### src/rtl/miniled_frame_scheduler.sv
// Double-buffered per-zone brightness scheduler: shadow bank is committed to the
// active bank on a driver frame boundary, with forced blanking after mode changes.
module miniled_frame_scheduler #(
    parameter int unsigned ZONES        = 9,
    parameter int unsigned DW           = 8,
    parameter int unsigned BLANK_FRAMES = 2
) (
    input  logic                  I_clk,
    input  logic                  I_rst_n,
    input  logic                  I_wr_valid,
    output logic                  O_wr_ready,
    input  logic [3:0]            I_wr_addr,
    input  logic [DW-1:0]         I_wr_data,
    input  logic                  I_commit,
    output logic                  O_commit_pending,
    input  logic                  I_frame_sync,
    input  logic [1:0]            I_led_mode,
    output logic [ZONES*DW-1:0]   O_led_light,
    output logic                  O_swap,
    output logic                  O_blank,
    output logic                  O_err_addr
);

    localparam int unsigned LW = ZONES * DW;

    typedef enum logic {
        FILL    = 1'b0,
        PENDING = 1'b1
    } state_t;

    state_t        state_q;
    logic [LW-1:0] shadow_q;
    logic [LW-1:0] active_q;
    logic [1:0]    mode_q;
    logic [3:0]    blank_cnt_q;
    logic          swap_q;
    logic          err_q;

    logic          wr_acc_c;
    logic          addr_ok_c;

    assign wr_acc_c  = I_wr_valid && (state_q == FILL);
    assign addr_ok_c = ({1'b0, I_wr_addr} < 5'(ZONES));

    // Commit/swap FSM, shadow/active banks and blanking counter
    always_ff @(posedge I_clk or negedge I_rst_n) begin
        if (!I_rst_n) begin
            state_q     <= FILL;
            shadow_q    <= '0;
            active_q    <= '0;
            mode_q      <= 2'b00;
            blank_cnt_q <= 4'd0;
            swap_q      <= 1'b0;
            err_q       <= 1'b0;
        end else begin
            swap_q <= 1'b0;
            err_q  <= 1'b0;

            case (state_q)
                FILL: begin
                    if (wr_acc_c) begin
                        if (addr_ok_c) begin
                            for (int unsigned k = 0; k < ZONES; k++) begin
                                if (I_wr_addr == 4'(k)) begin
                                    shadow_q[k*DW +: DW] <= I_wr_data;
                                end
                            end
                        end else begin
                            err_q <= 1'b1;
                        end
                    end
                    if (I_commit) begin
                        state_q <= PENDING;
                    end
                end
                PENDING: begin
                    if (I_frame_sync) begin
                        active_q <= shadow_q;
                        swap_q   <= 1'b1;
                        state_q  <= FILL;
                    end
                end
                default: state_q <= FILL;
            endcase

            // A mode change reloads the count even if a frame_sync coincides
            mode_q <= I_led_mode;
            if (I_led_mode != mode_q) begin
                blank_cnt_q <= 4'(BLANK_FRAMES);
            end else if (I_frame_sync && (blank_cnt_q != 4'd0)) begin
                blank_cnt_q <= blank_cnt_q - 4'd1;
            end
        end
    end

    assign O_wr_ready       = (state_q == FILL);
    assign O_commit_pending = (state_q == PENDING);
    assign O_swap           = swap_q;
    assign O_err_addr       = err_q;
    assign O_blank          = (blank_cnt_q != 4'd0);
    assign O_led_light      = O_blank ? '0 : active_q;

endmodule

### config.mk
export PLATFORM = sky130hd
export DESIGN_NAME = miniled_frame_scheduler
export DESIGN_NICKNAME = d
export VERILOG_FILES = /design/src/rtl/miniled_frame_scheduler.sv
export SDC_FILE = /design/constraint.sdc
export NUM_CORES = 1
export LEC_CHECK = 0
export CAP_MARGIN = 0
export CORE_UTILIZATION = 36
export DETAILED_ROUTE_END_ITERATION = 10
export GPL_ROUTABILITY_DRIVEN = 1
export PLACE_DENSITY_LB_ADDON = 0.05
export SYNTH_ARGS = -nofsm -noshare
export SYNTH_HDL_FRONTEND = slang
export SYNTH_SLANG_ARGS = --single-unit
export TNS_END_PERCENT = 1
### constraint.sdc
create_clock -name I_clk -period 5.44 [get_ports I_clk]
set_clock_uncertainty 0.05 [all_clocks]
set_input_delay 1.088 -clock I_clk [delete_from_list [all_inputs] [get_ports I_clk]]
set_output_delay 1.088 -clock I_clk [all_outputs]
set_load 0.02 [all_outputs]
==> Word-level counts from Yosys, hierarchy flattened <==
Index checks and enable logic that the tools add are counted.
{ "word_totals": {"wordCells": 53, "regBits": 153} }
{ "classes": {"eq_ne": 9, "magnitude_cmp": 1, "mux": 11, "bitwise": 1, "add_sub_neg": 1, "reduce_logical": 15} }
{ "ops": {"columns": ["operator", "n"], "rows": [
  ["$mux 72", 1],
  ["$reduce_and 4->1", 9],
  ["$eq 4x3->1 const B", 4],
  ["$eq 4x2->1 const B", 2],
  ["$mux 4", 2],
  ["$mux 1", 7],
  ["$eq 4x1->1 const B", 1],
  ["$eq 4x4->1 const B", 1],
  ["$logic_not 4->1", 1],
  ["$lt 4x4->1 const B", 1],
  ["$reduce_bool 4->1", 1],
  ["$sub 4x1->4 const B", 1],
  ["$logic_and 1x1->1", 2],
  ["$ne 2x2->1", 1],
  ["$pmux 1 s2", 1],
  ["$reduce_and 2->1", 1],
  ["$reduce_bool 2->1", 1],
  ["$not 1->1", 1]
]} }

==> Logic depth before layout (Yosys ltp) <==
{ "depth": {"depth_word": 4, "mapped_depth": 6, "ltp_nobuf": 6} }

==> Worst setup path after synthesis <==
OpenSTA, ideal clock, no wires.
{ "synth_path": {"kind": "register to output", "from": "reg blank_cnt_q[0]", "to": "out O_led_light[0]", "path_stages_with_launch": 7, "arrival_ps": 1531, "n_path_buf": 2, "path_slack_ps": 2771, "required_ps": 4302, "path_cell_list": "dfrtp_1 inv_1 ha_1 nor3b_1 buf_2 clkbuf_1 and2_1"} }
{ "synth_via": {"elab_chain_len": 2} }
{ "synth_rtl": {"columns": ["element", "line", "rtl"], "rows": [
  ["start: declaration", "35", "logic [3:0] blank_cnt_q;"],
  ["start signal: assignment", "89", "blank_cnt_q <= 4'(BLANK_FRAMES);"],
  ["start signal: assignment", "91", "blank_cnt_q <= blank_cnt_q - 4'd1;"],
  ["$reduce_bool 4->1", "100", "assign O_blank = (blank_cnt_q != 4'd0);"],
  ["$mux 72", "101", "assign O_led_light = O_blank ? '0 : active_q;"],
  ["end: declaration", "18", "output logic [ZONES*DW-1:0] O_led_light,"]
]} }
Every way passes these cells.

==> Worst setup path after layout <==
{ "layout_path": {"from": "reg blank_cnt_q[0]", "to": "out O_led_light[67]"} }
The elaborated chain is that of the path after synthesis.

==> results.md <==
- For the worst-skew pair, the clock arrives at the later sink with an insertion delay of 0.42 ns.
- The number of global-route vias before repair was a little under 4,000.
- The die is 134 µm wide.
- In this run, synthesis inferred 0 flip-flops with an integrated enable.
- STA puts the critical path data required time at 4.30 ns.
- The sink count of the clock tree is roughly 150.
- The number of post-CTS setup repair buffers is 0.
- The die covers around 18,000 µm².
- Counting flops and latches in the post-synthesis netlist gives 153.
- In the synthesized netlist the async set-or-reset flop fraction comes to 1.00.
- The height of the die is 134 µm.
- Data arrives at the worst endpoint at around 2.5 ns.
- The tree is rooted in a sky130_fd_sc_hd__clkbuf_16.
- The routed layout has 3,643 vias.
- The first global-routing pass estimated 21,700 µm of wire.
- The initial utilization of the core area, before any placement, comes to 0.367.
- Of all nets on the critical path, the largest fanout is 41.
- The number of remaining DRC errors is 0.
- Before antenna repair, the detailed router went through 4 iterations.
- The final estimated routing congestion in global placement is 0.689.
- The largest total area in the synthesized netlist belongs to sky130_fd_sc_hd__dfrtp_1.
- The number of failing setup endpoints in the final timing report is 0.
- The tightest min-delay check is of the reg -> reg type.
- Setup repair after global routing left no endpoint under its margin.
- In the final layout, the share of cells above drive strength 1 is 0.352.
- The kind of start point of the critical path is a register.
- The layout net count is ~550.
- The most used routing layer is met2.
- The type of destination of the critical path is an output port.
- The total congestion overflow after global routing is 0.
- Each instance of the synthesized netlist takes up on average between 10 and 15 µm².
- Sorting the synthesized cells by how often they occur yields sky130_fd_sc_hd__dfrtp_1 (153), sky130_fd_sc_hd__mux2_2 (144), sky130_fd_sc_hd__and2_1 (73).
- In the post-synthesis netlist, the biggest area contributors are sky130_fd_sc_hd__dfrtp_1 (61%), sky130_fd_sc_hd__mux2_2 (26%), sky130_fd_sc_hd__and2_1 (7.2%), sky130_fd_sc_hd__buf_4 (0.95%), sky130_fd_sc_hd__nand2_2 (0.59%).
- The post-layout instance area is slightly above 8000 µm².
- The placement row count is 48.
- For the pin with the worst max-slew slack, the measured transition is around 1.1 ns.
- The minimum clock period after layout is 3.65 ns.
- The hold violation total from the final report came to 0.
- CTS built an H-tree with a depth of 4.
- In the finished design, the share of the clock period the worst path needs comes to 0.671.
- Summed over all layers, the routed wires come to ~13,000 µm.
- The number of gates given a new drive strength after cts is 0.
- The first routing iteration left 104 violations.
- The source of the worst register-to-register timing path is O_commit_pending.
- The achievable clock frequency is 0.274 GHz.
- Across the VDD grid, the largest voltage drop is 0.229 mV.
- The worst setup path endpoint is O_led_light[67].
- The worst setup path startpoint is blank_cnt_q[0].
- In this run the standard cell core region covers 17,200 µm².
- The max-slew violation count is 0.
- After clock tree synthesis, the clock-pin slew on the worst setup and hold paths is 0.06 ns.
- The flow ran to the end, and the final reports show no timing, DRC or antenna violations.
- Once detail routing completed, the nets flagged for antenna violations numbered 0.
- Power spread over the standard cell area amounts to 434 nW/µm².
- The largest net degree at the start of global routing is 81.
- Summed over all failing endpoints, the final setup total negative slack is 0 ns.
- The total number of yosys warnings is 0.
- The category of the critical setup timing path is reg -> out.
- The TritonCTS clock tree is done.
- Counting the buffers created by CTS gives 17.
- The path depth of the worst reg2reg path is 2.
- The worst register-to-register path has a setup slack of 3.37 ns.
- The leakage power summed over all cells is 3.63 nW.
- For this run, global-route usage on met1 was measured as 0.212.
- The number of hold buffers added after CTS is 0.
- After synthesis the cells add up to about 6300 µm².
- The number of vias per cell is around 4.7.
- The number of antenna diodes in the final layout is 0.
- In the global route stage, met3 resource usage came out at 0.0484.
- In this run the tightest slew margin relative to its limit is 0.277.
- The number of antenna violations at the first check in global routing was 1.
- For this run, the leading register cell type out of synthesis is sky130_fd_sc_hd__dfrtp_1.
- The worst reg2reg path endpoint is active_q[57].
- Max-cap violations in this run came to 0.
- The cell count after synthesis is between 400 and 500.
- Timing analysis after detailed placement gives a worst setup slack of 2.18 ns.
- In the final routed layout, each cell accounts on average for ~17 µm.
- The placed cell area is approximately 7500 µm².
- sky130_fd_sc_hd__dfrtp_1 is the most common cell in the netlist.
- Detailed placement finished with a half-perimeter wire length of roughly 8300 µm.
- The met2 track utilization from global routing is 0.262.
- The share of synthesized area in the top cell type comes to 0.606.
- The maximum buffer depth of the clock tree is 2.
- The number of port buffers is 95.
- Of the synthesized area, sequential elements account for 0.606.
- The area added between synthesis and finish is 28.5%.
- The number of nets produced by synthesis is 450.
- The count of different cell masters after synthesis is 28.
- The total I/O pin count is 96.
- After layout, the worst setup slack is 1.79 ns.
- In the global route stage, overall resource usage came out at 0.163.
routing by layer:
layer  vias up  share of wire
met1      1889           0.47
li1       1666              -
met4         2         0.0089
met5         -        0.00097
met2        74           0.48
met3        12          0.035
worst min path at each step:
stage,startpoint,endpoint,depth (start not counted)
global route,shadow_q[38],shadow_q[38],1
CTS,shadow_q[32],shadow_q[32],1
detailed placement,shadow_q[5],active_q[5],1
floorplan,active_q[10],active_q[10],1
global placement,shadow_q[52],active_q[52],1
finish,active_q[67],active_q[67],1
cell usage in the layout (no fill, tap or decap), types with 3 or more instances in the layout:
cell type,Yosys,layout
sky130_fd_sc_hd__clkdlybuf4s50_1,0,94
sky130_fd_sc_hd__bufinv_16,0,3
sky130_fd_sc_hd__dfrtp_1,153,153
sky130_fd_sc_hd__nand2_2,6,6
sky130_fd_sc_hd__inv_1,4,4
sky130_fd_sc_hd__mux2_2,144,144
sky130_fd_sc_hd__nand2_1,5,5
sky130_fd_sc_hd__buf_4,8,4
sky130_fd_sc_hd__clkbuf_16,0,17
sky130_fd_sc_hd__and2_1,73,72
sky130_fd_sc_hd__clkbuf_8,0,6
sky130_fd_sc_hd__nor2_1,3,3
registers in the layout, summed over array words and instances, names as in the netlist:
name              count
active_q             72
shadow_q             72
blank_cnt_q           4
mode_q                2
O_commit_pending      1
O_err_addr            1
O_swap                1
stage by stage:
step / hold WS, ns / util / std cells / power (mW)
after floorplan: 0.422 / - / 429 / 2.07
after global placement: 0.431 / 0.435 / 736 / 2.29
after detailed placement: 0.437 / 0.435 / 736 / 2.32
after CTS: 0.450 / 0.471 / 767 / 3.57
after global routing: 0.463 / 0.471 / 767 / 3.72
final: 0.447 / 0.471 / 767 / 3.52
critical path, stage by stage (launching register included):
cell and delay [ns]:
sky130_fd_sc_hd__dfrtp_1 0.38, sky130_fd_sc_hd__inv_1 0.12, sky130_fd_sc_hd__ha_1 0.18, sky130_fd_sc_hd__nor3b_2 0.20, sky130_fd_sc_hd__buf_4 0.37, sky130_fd_sc_hd__and2_1 0.21
sky130_fd_sc_hd__clkdlybuf4s50_1 0.61
logic make-up after synthesis:
family / share of synthesized area
XOR/XNOR: 0.00277
flip-flops: 0.606
adder cells (fa/ha/maj): 0.00396
multiplexers: 0.258
AO/OA/AOI/OAI: 0.00654
buffers and inverters: 0.0176
AND/OR/NAND/NOR: 0.105
power by group:
part,internal [mW],leakage [nW],switching (mW)
clock network,0.792,0.302,0.439
logic,0.379,1.39,0.240
registers,1.50,1.94,0.174
total,2.67,3.63,0.854
area by class of cell:
| type | instances | area (µm²) |
|---|---|---|
| Timing Repair Buffer | 99 | 982 |
| Fill cell | 1530 | 9120 |
| Tap cell | 225 | 282 |
| Inverter | 4 | 15.0 |
| Clock inverter | 6 | 110 |
| Clock buffer | 25 | 515 |
| Multi-Input combinational cell | 255 | 2380 |
| Sequential cell | 153 | 3830 |
Power figures use the tool's default switching activity.
